### config.mk
export PLATFORM = sky130hd
export DESIGN_NAME = serial_grid_link
export DESIGN_NICKNAME = d
export VERILOG_FILES = /design/src/rtl/serial_grid_link_pkg.sv /design/src/rtl/serial_grid_link.sv
export SDC_FILE = /design/constraint.sdc
export NUM_CORES = 1
export LEC_CHECK = 0
export ABC_CLOCK_PERIOD_IN_PS = 3850
export BUFFER_PORTS_ARGS = -buffer_cell sky130_fd_sc_hd__buf_2
export CAP_MARGIN = 10
export CELL_PAD_IN_SITES_DETAIL_PLACEMENT = 1
export CELL_PAD_IN_SITES_GLOBAL_PLACEMENT = 1
export CORE_MARGIN = 3
export CORE_UTILIZATION = 30
export DETAILED_ROUTE_END_ITERATION = 8
export GPL_ROUTABILITY_DRIVEN = 0
export PLACE_DENSITY_LB_ADDON = 0.25
export REMOVE_ABC_BUFFERS = 1
export SYNTH_ARGS = -nofsm -noshare
export SYNTH_HDL_FRONTEND = slang
export SYNTH_SLANG_ARGS = --single-unit
### constraint.sdc
create_clock -name clk -period 3.85 [get_ports clk]
set_input_delay 0.385 -clock clk [delete_from_list [all_inputs] [get_ports clk]]
set_output_delay 0.385 -clock clk [all_outputs]
set_load 0.005 [all_outputs]
### src/rtl/serial_grid_link_pkg.sv
// Shared types and helpers for the grid memory serial link.
//   link_state_e : link FSM states
//   cnt_width()  : bit-counter width able to hold the value n
package serial_grid_link_pkg;

  typedef enum logic [2:0] {
    LINK_IDLE  = 3'd0,
    LINK_LOAD  = 3'd1,
    LINK_READ  = 3'd2,
    LINK_DRAIN = 3'd3,
    LINK_VALID = 3'd4
  } link_state_e;

  // Width of a counter that must represent 0..n inclusive.
  function automatic int unsigned cnt_width(input int unsigned n);
    return $clog2(n + 1);
  endfunction

endpackage

### src/rtl/serial_grid_link.sv
// Host-side serial port for the grid memory.
// Serializes a parallel write word into the memory's load path (MSB first)
// and deserializes the memory's rotating output path into a read word.
// Ports:
//   clk, reset_n                      clock, async active-low reset
//   wr_data/wr_valid/wr_ready         host write handshake
//   rd_req                            readback request (sampled in IDLE)
//   rd_data/rd_valid/rd_ready         host read handshake
//   serial_in                         from memory serial_out
//   serial_out, load_mode, output_mode to memory
//   busy                              link not idle
module serial_grid_link #(
  parameter int unsigned DATA_SIZE = 64
) (
  input  logic                 clk,
  input  logic                 reset_n,
  input  logic [DATA_SIZE-1:0] wr_data,
  input  logic                 wr_valid,
  output logic                 wr_ready,
  input  logic                 rd_req,
  output logic [DATA_SIZE-1:0] rd_data,
  output logic                 rd_valid,
  input  logic                 rd_ready,
  input  logic                 serial_in,
  output logic                 serial_out,
  output logic                 load_mode,
  output logic                 output_mode,
  output logic                 busy
);

  import serial_grid_link_pkg::*;

  localparam int unsigned CNT_W = cnt_width(DATA_SIZE);

  link_state_e          state_q, state_d;
  logic [CNT_W-1:0]     cnt_q, cnt_d;
  logic [DATA_SIZE-1:0] tx_shift_q, tx_shift_d;
  logic [DATA_SIZE-1:0] rx_shift_q, rx_shift_d;

  logic                 last_bit;
  logic [DATA_SIZE-1:0] rx_shifted;

  // Counter value seen on the final edge of a LOAD or READ phase.
  assign last_bit   = (cnt_q == CNT_W'(DATA_SIZE - 1));
  assign rx_shifted = {rx_shift_q[DATA_SIZE-2:0], serial_in};

  // State and datapath registers.
  always_ff @(posedge clk or negedge reset_n) begin
    if (!reset_n) begin
      state_q    <= LINK_IDLE;
      cnt_q      <= '0;
      tx_shift_q <= '0;
      rx_shift_q <= '0;
    end else begin
      state_q    <= state_d;
      cnt_q      <= cnt_d;
      tx_shift_q <= tx_shift_d;
      rx_shift_q <= rx_shift_d;
    end
  end

  // Next-state and datapath logic.
  always_comb begin
    state_d    = state_q;
    cnt_d      = cnt_q;
    tx_shift_d = tx_shift_q;
    rx_shift_d = rx_shift_q;

    case (state_q)
      LINK_IDLE: begin
        // A write wins over a simultaneous read request.
        if (wr_valid) begin
          tx_shift_d = wr_data;
          cnt_d      = '0;
          state_d    = LINK_LOAD;
        end else if (rd_req) begin
          cnt_d   = '0;
          state_d = LINK_READ;
        end
      end

      LINK_LOAD: begin
        tx_shift_d = {tx_shift_q[DATA_SIZE-2:0], 1'b0};
        cnt_d      = cnt_q + CNT_W'(1);
        if (last_bit) begin
          state_d = LINK_IDLE;
        end
      end

      LINK_READ: begin
        cnt_d = cnt_q + CNT_W'(1);
        // The memory's registered serial_out is stale on the first edge.
        if (cnt_q != '0) begin
          rx_shift_d = rx_shifted;
        end
        if (last_bit) begin
          state_d = LINK_DRAIN;
        end
      end

      LINK_DRAIN: begin
        // Catch the last bit still in flight in the memory's output register.
        rx_shift_d = rx_shifted;
        state_d    = LINK_VALID;
      end

      LINK_VALID: begin
        if (rd_ready) begin
          state_d = LINK_IDLE;
        end
      end

      default: begin
        state_d = LINK_IDLE;
      end
    endcase
  end

  // Outputs are pure decodes of registered state.
  assign wr_ready    = (state_q == LINK_IDLE);
  assign load_mode   = (state_q == LINK_LOAD);
  assign output_mode = (state_q == LINK_READ);
  assign rd_valid    = (state_q == LINK_VALID);
  assign busy        = (state_q != LINK_IDLE);
  assign serial_out  = tx_shift_q[DATA_SIZE-1];
  assign rd_data     = rx_shift_q;

endmodule

==> run metrics, run 1 <==
status finished, final reports clean; first-pass GRT wire length between 20000 and 25000 um; Post-DP HPWL ~9000 um; minimum clock period about 2300 ps; synthesized area per cell between 10 and 15 sq um; final wirelength ~14000 um; die area around 22000 sq um; CTS tree yes; number of antenna diodes 0; Slew headroom between 20% and 30%; period utilisation layout ~60%; critical path type reg -> out; RSZ-0062 raised after global routing false; Post-DP Area ~6800 sq um; Critical Path Slowest Stage Cell or3b_4; area occupied by multi-input gates 2250 sq um; Synth Area in Simple Gates under 10%; TritonCTS Sinks approximately 140; peak supply drop around 320 uV; crit-path leading delay family simple AND/OR/NAND/NOR gates; vias per std cell between 4 and 5; Core Area a little under 20000 sq um; CP cell instances or3b_4 -> inv_1 -> buf_2; Leakage Power ~3.5 nW; pin count of the biggest net entering global routing ~100; register area about 3500 sq um; drt first pass iters 4; area added between synthesis and finish 23.9%; CP Launch Type register; Final Setup Violations 0; Mapped Cells between 400 and 500; commonest cells after routing, fill and taps aside dfrtp_1 (138), buf_2 (138), mux2_2 (65); WL per Instance ~16 um; PortBufs about 140; max-slew violation count 0; cts hold-fix bufs 0; # Max-Cap Violations 0; post-synthesis adder-cell area fraction less than 1%; largest family of logic cells by synthesized area multiplexers; Fillers about 2200; CTS Buf Count 17; fmax around 0.43 GHz; worst-margin pin slew between 1000 and 1500 ps; max incr delay on CP 670 ps; mux share of post-synthesis cell area between 15 and 20%; Initial DRC Count about 150; Setup Buffers After CTS 0; total negative slack 0 ps; Layout Nets ~650; Synth area leader dfrtp_1; post-route cell area about 7400 sq um; Row Count between 50 and 60; CP Buf/Inv Count 2; Hold Crit Class in -> async; Netlist cell types 37; Setup Skew ~6.6 ps; total track usage between 10% and 20%; Critical Path Fanout Max 50; layout cells sized above 1 between 40% and 50%; die width 147 um; clock buffer depth 2; Worst EP required ~3500 ps; Clock Pin Slew Worst Setup and Hold Paths about 60 ps; DRC violations left 0; Setup crit end kind primary output; Mapped Area approximately 6000 sq um; antenna-violating nets left 0; Pwr Density 788 nW/um^2; via count 4038; number of global-route vias before repair ~4400; # resized after CTS 0; I/O pins 140; Seq/Total Area, Yosys 57.6%; worst-skew pair later-pin latency approximately 410 ps; Die H roughly 150 um; final hold vios 0; YS warnings 0; Synth Area in Compound Gates a little under an eighth; clk root buf clkbuf_16; top cell type's share of synthesized area 57.6%; H-tree Lvls 4; Synth area leaders dfrtp_1 (58%), mux2_2 (12%), o221a_2 (5.8%), nand2b_1 (4.4%), mux2i_1 (3.7%); initial core utilization ~31%; synthesis-stage register bit count about 140; initial antenna violation count 1; Critical Path AT 1940 ps; global route overflow 0; XOR/XNOR share of the synthesized area less than 1%
## through the flow
stage	worst slack (ps)	utilization, %	power [mW]	hold WS (ps)	cells
floorplan	624	-	3.63	89.4	413
global placement	1580	34.9	4.12	484	822
detailed placement	1550	34.9	4.22	493	822
CTS	1490	38.1	5.96	117	854
global route	1360	38.1	6.28	154	854
finish	1530	38.1	5.85	67.9	854
## flip-flops by register name (all words and copies together) (netlist names)
name	cells
tx_shift_q	64
state_q	3
rd_data	64
cnt_q	7
## cell type report
class                   instances  area share [%]
repair buffers                144            9.95
clock buffers                  17            5.72
well taps                     265            4.46
clock inverters                15            2.56
inverters                      11           0.556
multi-input cells             264            30.3
flip-flops and latches        138            46.5
## metal layers
| metal | track usage [%] | share of wire (%) |
|---|---|---|
| met3 | 4.26 | 5.3 |
| met2 | 19.9 | 45 |
| met4 | 3.77 | 0.72 |
| met5 | 0 | 0.096 |
| met1 | 17.6 | 49 |
## path summary, 6_finish.rpt
path | depth (start not counted) | startpoint | end | slack [ps]
setup / recovery | 3 | state_q[0] | load_mode | 1530
hold / removal | 1 | reset_n | rd_data[23] | 70
setup reg to reg | 3 | state_q[0] | tx_shift_q[36] | 1550
hold reg to reg | 1 | rd_data[63] | rd_data[63] | 500
max in group asynchronous | 2 | reset_n | tx_shift_q[31] | 2880
min in group clk | 3 | wr_data[0] | tx_shift_q[0] | 180
## cell usage after synthesis
master / number
ha_1: 2
o2bb2ai_1: 1
nand2_1: 5
a211oi_1: 1
nand3_1: 6
inv_1: 11
clkbuf_1: 3
or3_4: 1
dfrtp_1: 138
o21ai_4: 1
mux2_2: 65
buf_2: 8
nor3_1: 5
o221a_1: 10
buf_4: 5
nand4_1: 2
and3_1: 2
o21ai_0: 3
a21oi_4: 1
buf_6: 15
xor2_1: 1
a41oi_1: 1
nand4b_1: 1
and3b_1: 1
a31oi_1: 5
a21oi_1: 23
o221ai_1: 1
o2111ai_1: 1
or3b_1: 1
o221a_2: 31
and4_1: 1
nor4_1: 1
mux2i_1: 22
nor4b_4: 2
nand2b_1: 42
o211ai_1: 2
nor2_1: 23
## power breakdown
group	internal, mW	total (mW)	switching [mW]
clock network	1.03	1.70	0.667
registers	1.89	2.21	0.315
logic	0.930	1.94	1.01
total	3.86	5.85	2.00
## logic make-up after synthesis
logic type,count (synthesis)
adder cells (fa/ha/maj),2
buffers and inverters,42
AO/OA/AOI/OAI,81
AND/OR/NAND/NOR,93
XOR/XNOR,1
multiplexers,87
flip-flops,138
(Power assumes the default switching activity.)
==> inputs of run 2 (changes only) <==
--- a/config.mk
+++ b/config.mk
@@ -5,7 +5,7 @@
 export SDC_FILE = /design/constraint.sdc
 export NUM_CORES = 1
 export LEC_CHECK = 0
-export ABC_CLOCK_PERIOD_IN_PS = 3850
+export ABC_CLOCK_PERIOD_IN_PS = 2000
 export BUFFER_PORTS_ARGS = -buffer_cell sky130_fd_sc_hd__buf_2
 export CAP_MARGIN = 10
 export CELL_PAD_IN_SITES_DETAIL_PLACEMENT = 1
==> constraint.sdc (replaced) <==
create_clock -name clk -period 2 [get_ports clk]
set_input_delay 0.2 -clock clk [delete_from_list [all_inputs] [get_ports clk]]
set_output_delay 0.2 -clock clk [all_outputs]
set_load 0.005 [all_outputs]
==> run 2 against run 1 <==
- via count is 2.5% higher
- critical path depth rose by 1
- first-iteration DRC count grew 51%
- clock power increased by 100%
- total power rose by 110%
- non-clock buffer count rose by 14
- final area is 3.6% higher
- highest routed layer unchanged
==> run metrics, run 2 (same netlist as run 1, synthesis figures left out) <==
Critical Path Fanout Max 44 (-12%); CTS Buf Count 17 (unchanged); RSZ-0062 raised after global routing false; Hold Crit Class in -> reg; die width 147 um (unchanged); Leakage Power 3.63 nW (+3.7%); crit-path leading delay family flip-flops; CTS tree yes; number of antenna diodes 0 (unchanged); TritonCTS Sinks 138 (unchanged); status finished, final reports clean; H-tree Lvls 4 (unchanged); layout cells sized above 1 48.6% (+1.4 points); minimum clock period about 1900 ps; commonest cells after routing, fill and taps aside buf_2 (138), dfrtp_1 (135), mux2_2 (65); Pwr Density 1560 nW/um^2 (+99%); DP Cell Count 828 (+0.73%); Clock Pin Slew Worst Setup and Hold Paths 60 ps (about the same); number of global-route vias before repair 4328 (-1.3%); die area 21700 sq um (unchanged); Worst EP required 1800 ps (-1660 ps); most common cell after layout, fill and taps aside buf_2; filler-free cell count of the finished design 868 (+1.6%); Final Setup Violations 0 (unchanged); CP Buf/Inv Count 3 (+1); final hold vios 0 (unchanged); sw frac 33.3% (-0.77 points); Post-DP HPWL 9460 um (+5.1%); Die H 147 um (unchanged); Comb power frac 36.3% (+3.1 points); Clk network pwr share 28.4% (-0.6 points); worst-margin pin slew 537 ps (-577 ps); peak supply drop 840 uV (+160%); fmax 0.522 GHz; total track usage 13.3% (+0.29 points); period utilisation layout 95.8%; global route overflow 0 (unchanged); Initial DRC Count 228 (+51%); Setup crit end kind primary output; Slew headroom 64.2% (+39 points); area added between synthesis and finish 28.3%; first-pass GRT wire length 23200 um (+1.9%); flop2flop setup slack 240 ps (-1310 ps); drt first pass iters 4 (unchanged); clock buffer depth 2 (unchanged); final wirelength 14200 um (+4.7%); Setup Skew 8.93 ps (+2.30 ps); Core Area 19500 sq um (unchanged); clk root buf clkbuf_16; initial core utilization 30.7% (unchanged); Power Internal 8.02 mW (+110%); DRC violations left 0 (unchanged); Critical Path AT 1720 ps (-220 ps); PortBufs 139 (unchanged); # Max-Cap Violations 0 (unchanged); critical path type reg -> out; Layout Nets 662 (+2.2%); Sw Pwr 4.01 mW (+100%); pin count of the biggest net entering global routing 66 (-35%); CP cell instances or3b_4 -> buf_16 -> inv_1 -> buf_2; Critical Path Slowest Stage Cell dfrtp_2; Sequential Power Share 35.3% (-2.4 points); antenna-violating nets left 0 (unchanged); I/O pins 140 (unchanged); max incr delay on CP 470 ps (-200 ps); CP Launch Type register; WL per Instance 16.3 um (+3.1%); worst-skew pair later-pin latency 410 ps (about the same); via count 4137 (+2.5%); Row Count 51 (unchanged); total negative slack 0 ps (unchanged); max-slew violation count 0 (unchanged); initial antenna violation count 2 (+1); vias per std cell 4.77 (+0.80%)
[run 2: final cells by class]
| cell class | count | area [sq um] |
|---|---|---|
| multi-input combinational | 264 | 2250 |
| clock inverter | 14 | 208 |
| sequential | 138 | 3460 |
| inverter | 11 | 41.3 |
| fill | 2112 | 11800 |
| clock buffer | 18 | 439 |
| tap | 265 | 332 |
| timing repair buffer | 158 | 970 |
[run 2: power by group through the flow]
| stage | sequential (mW) | combinational [mW] | clock [mW] |
|---|---|---|---|
| 2_1_floorplan | 4.13 | 2.84 | 0 |
| 3_3_place_gp | 4.25 | 4.01 | 0 |
| 3_5_place_dp | 4.29 | 4.18 | 0 |
| 4_1_cts | 4.26 | 4.38 | 3.54 |
| 5_1_grt | 4.36 | 4.82 | 3.67 |
| 6_report | 4.25 | 4.37 | 3.42 |
[run 2: timing repair]
| action | CTS | global route |
|---|---|---|
| gates cloned | 1 | 0 |
| hold buffers | 2 | 0 |
| hold endpoints to repair | 52 | 0 |
| gates resized for setup | 4 | 0 |
| buffers inserted | 1 | 4 |
| pin swaps | 1 | 0 |
| setup endpoints to repair | 1 | 1 |
[run 2: path summary, 6_finish.rpt]
check,depth (start not counted),to,startpoint
max in group asynchronous,3,tx_shift_q[10],reset_n
min in group asynchronous,2,cnt_q[0],reset_n
max reg2reg,6,rd_data[54],cnt_q[0]
max,4,load_mode,state_q[0]
min reg2reg,1,rd_data[63],rd_data[63]
min,2,rd_data[0],serial_in
[run 2: worst reg2reg max path, stage by stage, from the launching register on]
cell and delay (ps):
dfrtp_1 390, inv_1 90, ha_1 210, nor4b_4 140, a21oi_4 200, buf_12 240, mux2_2 380
[run 2: per-layer routing]
layer	GRT usage (%)	vias up	part of all wire [%]
li1	-	1912	-
met1	18.0	2091	47
met2	20.5	116	46
met4	3.49	4	0.93
met3	4.45	14	6.2
met5	0	-	0.15
[run 2: through the flow]
stage | hold WS [ps] | power, mW | setup WS (ps) | area [sq um] | utilization [%]
global placement | 199 | 8.26 | 308 | 6950 | 35.6
floorplan | -95.6 | 6.97 | -1230 | 5740 | -
detailed placement | 212 | 8.47 | 231 | 6950 | 35.6
global route | 16.3 | 12.8 | 3.67 | 7700 | 39.4
finish | 16.8 | 12.0 | 83.9 | 7700 | 39.4
CTS | 0.918 | 12.2 | 31.3 | 7670 | 39.3
==> inputs of run 3 (changes only) <==
--- a/config.mk
+++ b/config.mk
@@ -5,7 +5,7 @@
 export SDC_FILE = /design/constraint.sdc
 export NUM_CORES = 1
 export LEC_CHECK = 0
-export ABC_CLOCK_PERIOD_IN_PS = 2000
+export ABC_CLOCK_PERIOD_IN_PS = 2390
 export BUFFER_PORTS_ARGS = -buffer_cell sky130_fd_sc_hd__buf_2
 export CAP_MARGIN = 10
 export CELL_PAD_IN_SITES_DETAIL_PLACEMENT = 1
==> constraint.sdc (replaced) <==
create_clock -name clk -period 2.39 [get_ports clk]
set_input_delay 0.239 -clock clk [delete_from_list [all_inputs] [get_ports clk]]
set_output_delay 0.239 -clock clk [all_outputs]
set_load 0.005 [all_outputs]
==> run 3 against run 2 <==
- critical path depth stayed put
- final area is 0.83% lower
- via count is 1.3% lower
- die area stayed put
- hold slack better by 8.5 ps
- critical endpoint unchanged
- largest cell class unchanged
- highest routed layer unchanged
==> run metrics, run 3 (same netlist as run 1, synthesis figures left out) <==
area added between synthesis and finish 27.2%; period utilisation layout around 93%; # Max-Cap Violations 0 (unchanged); reg2reg start cnt_q[0]; Sequential Power Share 35.5% (+0.2 points); initial antenna violation count 4 (+2); commonest cells after routing, fill and taps aside dfrtp_1 (138), buf_2 (138), mux2_2 (65); I/O pins 140 (unchanged); Final Setup Violations 0 (unchanged); grt peak-use layer met2; total track usage 13.1% (-0.20 points); antenna-violating nets left 0 (unchanged); # resized after CTS 0 (-4); Worst R2R Path Depth 6 (unchanged); sw frac 32.5% (-0.85 points); Pwr Density 1310 nW/um^2 (-16%); die width 147 um (unchanged); minimum clock period around 2200 ps; first-pass GRT wire length 23000 um (-0.92%); Slew headroom 61.8% (-2.4 points); met3 usage 5.15% (+0.71 points); global route overflow 0 (unchanged); WHS Path Cells 3 (+1); Initial DRC Count 132 (-42%); clk root buf clkbuf_16; initial core utilization 30.7% (unchanged); vias per std cell 4.73 (-0.71%); met1 GRT Util 17.2% (-0.81 points); Core Area 19500 sq um (unchanged); max-slew violation count 0 (unchanged); final wirelength 13700 um (-3.2%); worst-skew pair later-pin latency 420 ps (about the same); Fillers 2119 (+0.33%); Clk network pwr share 30.3% (+1.9 points); fin util 39.1% (-0.33 points); PortBufs 139 (unchanged); Layout Nets 655 (-1.1%); met2 Usage GRT 20.0% (-0.55 points); H-tree Lvls 4 (unchanged); hold_ws 25.2 ps (+8.48 ps); fmax ~0.45 GHz; reg-to-reg endpoint rd_data[53]; Setup Skew 8.44 ps (-0.494 ps); die area 21700 sq um (unchanged); status finished, final reports clean; worst-margin pin slew 572 ps (+35.8 ps); Setup Buffers After CTS 0 (-1); Setup crit end kind primary output; WL per Instance 15.9 um (-2.7%); TritonCTS Sinks 138 (unchanged); RSZ-0062 raised after global routing false; critical path type reg -> out; Worst EP required 2150 ps (+350 ps); CTS tree yes; worst hold endpoint tx_shift_q[0]; Clock Pin Slew Worst Setup and Hold Paths 60 ps (about the same); number of global-route vias before repair 4418 (+2.1%); drt first pass iters 4 (unchanged); flop2flop setup slack 560 ps (+320 ps); CTS Buf Count 17 (unchanged); pin count of the biggest net entering global routing 65 (-1.5%); clock buffer depth 2 (unchanged); Hold Crit Class in -> reg; Leakage Power 3.58 nW (-1.1%); post-route cell area 7630 sq um (-0.83%); Row Count 51 (unchanged); Post-DP HPWL 9400 um (-0.64%); DRC violations left 0 (unchanged); Power Internal 6.75 mW (-16%); CP Launch Type register; Post-DP Area 6940 sq um (-0.18%); Comb power frac 34.2% (-2.1 points); layout cells sized above 1 47.7% (-0.94 points); Die H 147 um (unchanged); peak supply drop 527 uV (-37%); Critical Path AT 1990 ps (+270 ps); Critical Path Fanout Max 30 (-32%); via count 4084 (-1.3%); final hold vios 0 (unchanged); Sw Pwr 3.24 mW (-19%); hold path start wr_data[0]
run 3: critical path: stages, from the launching register on:
cell and delay, ps:
dfrtp_1 510, or3b_4 610, buf_4 270, inv_1 60, buf_2 100
run 3: cell type report:
class	count	area (sq um)	share of cell area (%)
multi-input combinational	264	2250	29.5
clock buffer	18	439	5.75
clock inverter	14	243	3.18
tap	265	332	4.34
antenna	2	5.00	0.0656
timing repair buffer	151	870	11.4
sequential	138	3450	45.2
inverter	11	41.3	0.541
run 3: power groups by stage:
stage	clock (mW)	sequential [mW]	combinational (mW)
floorplan	0	3.46	2.39
global placement	0	3.54	3.35
detailed placement	0	3.56	3.51
CTS	3.11	3.54	3.50
global route	3.22	3.63	3.79
finish	3.03	3.54	3.42
run 3: metal layers:
metal,wire (um),share of wire (%)
met3,921,6.7
met4,127,0.93
met1,6460,47
met2,6190,45
met5,27,0.20
run 3: stage by stage:
stage / power (mW) / TNS (ps) / cells / setup WS (ps)
2_1_floorplan: 5.85 / -52700 / 413 / -836
6_report: 9.99 / 0 / 863 / 162
4_1_cts: 10.2 / 0 / 861 / 139
5_1_grt: 10.6 / 0 / 863 / 40.6
3_3_place_gp: 6.90 / 0 / 828 / 614
3_5_place_dp: 7.07 / 0 / 828 / 589
run 3: repair_timing:
action,in CTS,in global routing
hold endpoints to repair,57,0
setup endpoints to repair,0,0
hold buffers,1,0
run 3: how the worst max path moves through the flow:
stage	start	cells after the start	end	slack, ps
2_1_floorplan	state_q[0]	3	state_q[0]	-840
6_report	state_q[1]	4	load_mode	160
3_3_place_gp	cnt_q[0]	6	rd_data[43]	610
3_5_place_dp	state_q[1]	4	tx_shift_q[7]	590
4_1_cts	state_q[1]	4	load_mode	140
5_1_grt	state_q[1]	4	load_mode	40
